## config.mk

```make
export PLATFORM = sky130hd
export DESIGN_NAME = serial_comparator_digit_stream
export DESIGN_NICKNAME = d
export VERILOG_FILES = /design/src/rtl/serial_cmp_pkg.sv /design/src/rtl/serial_digit_cmp.sv /design/src/rtl/serial_comparator_digit_stream.sv
export SDC_FILE = /design/constraint.sdc
export NUM_CORES = 1
export LEC_CHECK = 0
export CAP_MARGIN = 20
export CORE_MARGIN = 4
export CORE_UTILIZATION = 25
export CTS_CLUSTER_SIZE = 40
export DETAILED_ROUTE_END_ITERATION = 16
export GPL_TIMING_DRIVEN = 1
export PLACE_DENSITY = 0.43
export SLEW_MARGIN = 20
export SYNTH_ARGS = -nofsm -noshare
export SYNTH_HDL_FRONTEND = slang
export SYNTH_HIERARCHICAL = 1
export SYNTH_SLANG_ARGS = --single-unit
```

## constraint.sdc

```tcl
create_clock -name clk -period 2.4 [get_ports clk]
set_input_delay 0.48 -clock clk [delete_from_list [all_inputs] [get_ports clk]]
set_output_delay 0.48 -clock clk [all_outputs]
set_load 0.01 [all_outputs]
```

## src/rtl/serial_cmp_pkg.sv

```systemverilog
// rtl/serial_cmp_pkg.sv - shared state/verdict types and verdict helpers for the digit-stream comparator
package serial_cmp_pkg;

   typedef enum logic [1:0] {S_IDLE = 2'd0, S_EQ = 2'd1, S_LT = 2'd2, S_GT = 2'd3} state_t;
   typedef enum logic [1:0] {CMP_EQ = 2'd0, CMP_LT = 2'd1, CMP_GT = 2'd2} verdict_t;

   // Packed as {lt, eq, gt}
   function automatic logic [2:0] verdict_onehot(input verdict_t v);
      case (v)
         CMP_LT:  return 3'b100;
         CMP_GT:  return 3'b001;
         default: return 3'b010;
      endcase
   endfunction

   function automatic state_t verdict_to_state(input verdict_t v);
      case (v)
         CMP_LT:  return S_LT;
         CMP_GT:  return S_GT;
         default: return S_EQ;
      endcase
   endfunction

   function automatic verdict_t state_to_verdict(input state_t s);
      case (s)
         S_LT:    return CMP_LT;
         S_GT:    return CMP_GT;
         default: return CMP_EQ;
      endcase
   endfunction

endpackage

```

## src/rtl/serial_digit_cmp.sv

```systemverilog
// rtl/serial_digit_cmp.sv - combinational compare of one digit pair, unsigned or two's complement
module serial_digit_cmp
   import serial_cmp_pkg::*;
#(
   parameter int DIGIT_W = 1
) (
   input  logic [DIGIT_W-1:0] a_i,
   input  logic [DIGIT_W-1:0] b_i,
   input  logic               signed_i,
   output verdict_t           verdict_o
);

   logic [DIGIT_W-1:0] flip;
   logic [DIGIT_W-1:0] a_m;
   logic [DIGIT_W-1:0] b_m;

   // Inverting the top bit turns a two's complement order into an unsigned one
   always_comb begin
      flip              = '0;
      flip[DIGIT_W-1]   = signed_i;
      a_m               = a_i ^ flip;
      b_m               = b_i ^ flip;
      if (a_m < b_m)      verdict_o = CMP_LT;
      else if (a_m > b_m) verdict_o = CMP_GT;
      else                verdict_o = CMP_EQ;
   end

endmodule

```

## src/rtl/serial_comparator_digit_stream.sv

```systemverilog
// rtl/serial_comparator_digit_stream.sv - framed digit-serial magnitude comparator with valid/ready verdict port
// Optional: define SERIAL_CMP_SIGNED_EN to treat operands as two's complement (sign digit compared signed).
module serial_comparator_digit_stream
   import serial_cmp_pkg::*;
#(
   parameter int DIGIT_W    = 1,
   parameter bit MSB_FIRST  = 1'b1,
   parameter int MAX_DIGITS = 16
) (
   input  logic                              clk,
   input  logic                              rst,
   input  logic                              in_valid,
   output logic                              in_ready,
   input  logic                              in_first,
   input  logic                              in_last,
   input  logic [DIGIT_W-1:0]                a,
   input  logic [DIGIT_W-1:0]                b,
   output logic                              res_valid,
   input  logic                              res_ready,
   output logic                              res_lt,
   output logic                              res_eq,
   output logic                              res_gt,
   output logic                              res_err,
   output logic [$clog2(MAX_DIGITS+1)-1:0]   res_digits
);

   localparam int CW = $clog2(MAX_DIGITS + 1);

   state_t        state_q, state_d;
   logic [CW-1:0] count_q, count_d;
   logic          restart_q, restart_d;
   logic          res_valid_q, res_valid_d;
   logic [2:0]    res_hot_q, res_hot_d;
   logic          res_err_q, res_err_d;
   logic [CW-1:0] res_digits_q, res_digits_d;

   logic          accept, opening, closing, at_max, sign_sel, restart_beat;
   logic [CW-1:0] cnt_beat;
   state_t        base, upd;
   verdict_t      d;

   assign in_ready = ~res_valid_q | res_ready;
   assign accept   = in_valid & in_ready;

   always_comb begin
      opening  = (state_q == S_IDLE) | in_first;
      cnt_beat = opening ? CW'(1) : count_q + CW'(1);
      at_max   = (cnt_beat == CW'(MAX_DIGITS));
      closing  = in_last | at_max;
   end

   // The sign digit is the frame's opening beat MSB-first, its closing beat LSB-first
`ifdef SERIAL_CMP_SIGNED_EN
   assign sign_sel = MSB_FIRST ? opening : closing;
`else
   assign sign_sel = 1'b0;
`endif

   serial_digit_cmp #(.DIGIT_W(DIGIT_W)) u_digit_cmp (
      .a_i       (a),
      .b_i       (b),
      .signed_i  (sign_sel),
      .verdict_o (d)
   );

   always_comb begin
      restart_beat = opening ? (in_first & (state_q != S_IDLE)) : restart_q;
      base         = opening ? S_EQ : state_q;
      if (MSB_FIRST) upd = (base == S_EQ) ? verdict_to_state(d) : base;
      else           upd = (d == CMP_EQ) ? base : verdict_to_state(d);

      state_d      = state_q;
      count_d      = count_q;
      restart_d    = restart_q;
      res_valid_d  = res_valid_q & ~res_ready;
      res_hot_d    = res_hot_q;
      res_err_d    = res_err_q;
      res_digits_d = res_digits_q;

      if (accept) begin
         if (closing) begin
            state_d      = S_IDLE;
            count_d      = '0;
            restart_d    = 1'b0;
            res_valid_d  = 1'b1;
            res_hot_d    = verdict_onehot(state_to_verdict(upd));
            res_err_d    = restart_beat | (at_max & ~in_last);
            res_digits_d = cnt_beat;
         end else begin
            state_d   = upd;
            count_d   = cnt_beat;
            restart_d = restart_beat;
         end
      end
   end

   always_ff @(posedge clk or negedge rst) begin
      if (!rst) begin
         state_q      <= S_IDLE;
         count_q      <= '0;
         restart_q    <= 1'b0;
         res_valid_q  <= 1'b0;
         res_hot_q    <= 3'b000;
         res_err_q    <= 1'b0;
         res_digits_q <= '0;
      end else begin
         state_q      <= state_d;
         count_q      <= count_d;
         restart_q    <= restart_d;
         res_valid_q  <= res_valid_d;
         res_hot_q    <= res_hot_d;
         res_err_q    <= res_err_d;
         res_digits_q <= res_digits_d;
      end
   end

   assign res_valid  = res_valid_q;
   assign res_lt     = res_hot_q[2];
   assign res_eq     = res_hot_q[1];
   assign res_gt     = res_hot_q[0];
   assign res_err    = res_err_q;
   assign res_digits = res_digits_q;

endmodule
```

==> run metrics, run 1 <==
global-route wire length before repair=3650 µm; # rows=22; Metal-1 WL=968 µm; GPL Wtd Cong=0.7335; Filler cells=368; CP Launch Type=input port; Highest Signal Layer=met4; clock skew=1.083 ps; Crit Path Category=in2out; part of the power in registers=44.2%; synthesized cell area=949.7 µm²; status=finished, final reports clean; clock net sink count=18; Critical Path AT=1680 ps; Setup TNS Final=0 ps; clock latency on the worst-skew pair=260 ps; Worst-path clk slew=70 ps; Non-Filler Instances=163; Final HPWL DP=1648 µm; final worst-path cycle share=90.17%; clk root buf=clkbuf_8; Worst Hold Class=reg2reg; Placed Cells=159; core box area=3661 µm²; CTS Buffer Depth=2; WL final=2111 µm; Yosys cell types=36; Post-CTS Setup Bufs=0; RSZ-0062 raised after global routing=no; Post-Synthesis Cells=89; fmax=462.1 MHz; # setup viols final=0; Yosys top cell by area=dfrtp_1; antenna violations before repair=0; Layout area overhead=34.52%; vias in the first global route=766; die area=4849 µm²; CP max-delay cell=clkdlybuf4s50_1; Clock power frac=31.5%; fraction of registers with async set/reset=100.0%; worst path cell trace=clkdlybuf4s50_1, nand2b_1, clkdlybuf4s50_1; Warnings, synthesis=6; via-per-instance ratio=4.521; layout cells sized above 1=14.78%; post-cts resize count=0; PD cells=640.4 nW/µm²; syn_area_per_cell=10.67 µm²; port bufs=18; count of hold-fix buffers inserted at cts=0; FF+latch count, synth=18; DR vias=737; CTS tree=built; met3 wire len=70 µm; number of enable flip-flop cells after synthesis=0; I/O pin count=19; Post-synth top flop=dfrtp_1; Leak=0.5549 nW; critical path peak fanout=5; First DRT Iteration DRCs=18; Initial Util=25.94%; Cell Int Power=0.5932 mW; Slew Limit Fails=0; final hold violation count=0; crit-path most repeated cell=clkdlybuf4s50_1; Diodes inserted=0; post-layout minimum cycle time=2164 ps; Comb power frac=24.3%; Worst VDD drop=0.1930 mV; drt pass-1 iters=4; Req. time, crit path=1920 ps; Total Routing Usage GR=9.530%; Die H=69.64 µm; Post-synth top cells=dfrtp_1, nand2_1, o21ai_0; met2 WL=999 µm; Die Width=69.64 µm; critical path's largest stage delay=560 ps; most frequent cell after synthesis=dfrtp_1; TritonCTS Buffers=3; top-area cell type share of the netlist area=47.43%; DRC=0; Max-cap violations=0; largest cells by area after synthesis=dfrtp_1, mux2_4, nand2_1; H-tree lvl count=1; Seq/Total Area, Yosys=47.43%; P_sw=0.2249 mW; grt total ovfl=0; DR WL/cell=12.95 µm; switch share=27.49%; CP Capture Type=output pin; ANT nets after route=0; count of nets after finishing=126; largest net degree at the start of global routing=19
[routing by layer]
| metal | track usage, % | up-vias |
|---|---|---|
| met4 | 6.383 | 0 |
| met2 | 15.47 | 14 |
| met1 | 11.68 | 345 |
| li1 | - | 373 |
| met3 | 1.304 | 5 |
| met5 | 0 | - |
[path summary, 6_finish.rpt]
path	start	to	slack [ps]	cells after the start
worst max-delay path	res_ready	in_ready	240	3
worst min-delay path	restart_q	restart_q	500	2
worst min register to register	restart_q	restart_q	500	2
worst max register to register	count_q[0]	res_hot_q[2]	360	6
max in group asynchronous	rst	state_q[0]	1650	2
min in group asynchronous	rst	res_err	560	2
[flip-flops by register name, indices dropped and copies added, names as in the netlist]
| name | flops |
|---|---|
| res_valid | 1 |
| count_q | 5 |
| restart_q | 1 |
| state_q | 2 |
| res_err | 1 |
| res_hot_q | 3 |
| res_digits | 5 |
[power by group through the flow]
stage | registers [mW] | clock network, mW | logic, mW
3_5_place_dp | 0.368 | 0 | 0.202
6_report | 0.361 | 0.258 | 0.199
5_1_grt | 0.366 | 0.272 | 0.219
2_1_floorplan | 0.374 | 0 | 0.0960
4_1_cts | 0.362 | 0.265 | 0.203
3_3_place_gp | 0.368 | 0 | 0.202
[cell families after synthesis]
logic type / after synthesis / share of synthesized area [%]
other cells: 1 / 0.3949
mux: 6 / 8.432
simple gates: 32 / 18.05
xor+xnor: 3 / 3.558
compound gates: 21 / 17.00
buf+inv: 6 / 2.502
fa+ha+maj: 2 / 2.635
flops: 18 / 47.43
[area by class of cell]
cell class              instances  area [µm²]  area share, %
inverters                       4       15.01          1.175
multi-input cells              66       479.2          37.51
repair buffers                 23       217.7          17.04
flip-flops and latches         18       450.4          35.26
clock buffers                   4       55.05          4.309
well taps                      48       60.06          4.701
[worst max-delay path, delay by kind of cell]
family | cells | cell delay (ps)
buf+inv | 2 | 1020
simple gates | 1 | 180
[placed cells by master (no fill, tap or decap), drive strengths merged, types with 4 or more instances in the layout]
cell and n:
inv 4, mux2 4, clkbuf 4, nor2 4
buf 5, o21ai 7, nand2b 4, dfrtp 18
clkdlybuf4s50 18, nand2 13
[per-stage QoR]
step	power [mW]	hold slack (ps)	util, %	area [µm²]	setup WS, ps
after floorplan	0.4698	184.4	-	953.4	586.6
after global placement	0.5695	478.0	33.39	1222	237.7
after detailed placement	0.5697	484.3	33.39	1222	188.4
after CTS	0.8295	502.1	34.89	1277	224.8
after global routing	0.8566	525.3	34.89	1277	202.6
final	0.8181	498.4	34.89	1277	235.9
Note: power is estimated with default switching activity, not from simulation.
==> run 2: changes to the inputs <==
CORE_ASPECT_RATIO = 0.8   (was unset)
==> run 2 against run 1 <==
Clock skew increased by 1.7 ps. Utilization is 0.96 points higher. Routed wire length fell by 0.47%. Die area rose by 0.12%. Sequential share of layout area increased by 0.21 points. Critical path depth is the same. Worst hold slack worse by 1.5 ps. Final area down 0.59%. Total power is 0.26% lower. Count of clock-buffer cells in the layout stayed put. Final cell count decreased by 3.7%. Via count decreased by 1.4%. Critical path type unchanged. Highest routed layer unchanged.
==> run metrics, run 2 (synthesis gave the netlist of run 1 again) <==
CP Launch Type=input port; Filler cells=364; layout cells sized above 1=14.78%; Diodes inserted=0; Layout area overhead=33.73%; Worst R2R Setup Slack=360 ps; Worst VDD drop=0.2416 mV; Post-CTS Setup Bufs=0; CP max-delay cell=clkdlybuf4s50_1; core box area=3542 µm²; Req. time, crit path=1920 ps; Setup TNS Final=0 ps; P_sw=0.2245 mW; antenna violations before repair=0; sink of the worst hold path=restart_q; GPL Wtd Cong=0.7690; Reg2Reg Depth=7; Comb power frac=24.3%; # setup viols final=0; Overall Power=0.8159 mW; via-per-instance ratio=4.631; Reg-to-Reg End=state_q[0]; count of hold-fix buffers inserted at cts=0; Total Routing Usage GR=9.747%; fmax=469.4 MHz; Worst Hold Class=reg2reg; Placed Area=1215 µm²; port bufs=18; worst path cell trace=clkdlybuf4s50_1, nand2b_1, clkdlybuf4s50_1; Initial Util=26.81%; CP Capture Type=output pin; final worst-path cycle share=88.77%; CTS tree=built; fin area=1270 µm²; Die H=63.13 µm; CTS Buffer Depth=2; grt total ovfl=0; post-cts resize count=0; critical path peak fanout=5; count of nets after finishing=126; hold wc startpoint=restart_q; post-layout minimum cycle time=2130 ps; global-route wire length before repair=3781 µm; switch share=27.52%; crit-path most repeated cell=clkdlybuf4s50_1; I/O pin count=19; Cell Int Power=0.5914 mW; final hold violation count=0; critical path's largest stage delay=560 ps; ANT nets after route=0; worst hold stages=2; vias in the first global route=747; Final HPWL DP=1614 µm; clock latency on the worst-skew pair=260 ps; First DRT Iteration DRCs=45; Max-cap violations=0; Clock power frac=31.4%; most frequent cells in the layout=dfrtp_1, clkdlybuf4s50_1, nand2_1; DRC=0; Final Hold Slack=496.8 ps; clock skew=2.759 ps; H-tree lvl count=1; DR vias=727; # rows=19; PD cells=642.5 nW/µm²; Critical Path AT=1650 ps; Leak=0.5551 nW; DR WL/cell=13.38 µm; WL final=2101 µm; Slew Limit Fails=0; clk root buf=clkbuf_8; final worst slack=269.6 ps; die area=4855 µm²; dpl ws=245.1 ps; TritonCTS Buffers=3; Die Width=76.91 µm; RSZ-0062 raised after global routing=no; Crit Path Category=in2out; clock net sink count=18; Critical Path Source=res_ready; status=finished, final reports clean; drt pass-1 iters=4; part of the power in registers=44.3%; launching point of the worst reg2reg path=count_q[0]; largest net degree at the start of global routing=19; Worst-path clk slew=70 ps
## run 2: stage by stage
step,cells,util (%)
after floorplan,90,-
after global placement,153,34.30
after detailed placement,153,34.30
after CTS,157,35.85
after global routing,157,35.85
final,157,35.85
## run 2: power by group through the flow
stage          logic, mW  clock network, mW  registers, mW
2_1_floorplan     0.0960                  0          0.374
3_3_place_gp       0.201                  0          0.368
3_5_place_dp       0.201                  0          0.367
4_1_cts            0.202              0.265          0.361
5_1_grt            0.220              0.276          0.366
6_report           0.199              0.256          0.361
## run 2: worst max-delay path: cells and delay by family
kind / cells / cell delay, ps
buffers and inverters: 2 / 1000
and+or+nand+nor: 1 / 160
## run 2: worst max-delay path by stage
stage	depth (start not counted)	slack, ps	end
2_1_floorplan	6	590	res_digits[0]
3_3_place_gp	6	260	res_digits[0]
3_5_place_dp	6	250	res_digits[0]
4_1_cts	3	260	in_ready
5_1_grt	3	200	in_ready
6_report	3	270	in_ready
## run 2: final cells by class
type                    count  area [µm²]  share of cell area, %
multi-input cells          66       479.2                  37.73
flip-flops and latches     18       450.4                  35.47
repair buffers             23       217.7                  17.14
clock buffers               4       55.05                  4.335
well taps                  42       52.55                  4.138
inverters                   4       15.01                  1.182
## run 2: layer usage
metal	GRT usage (%)	vias to the layer above	share of wire, %
li1	-	375	-
met1	14.97	330	57
met2	12.61	18	37
met3	3.276	4	4.9
met4	2.715	0	1.0
met5	0	-	0
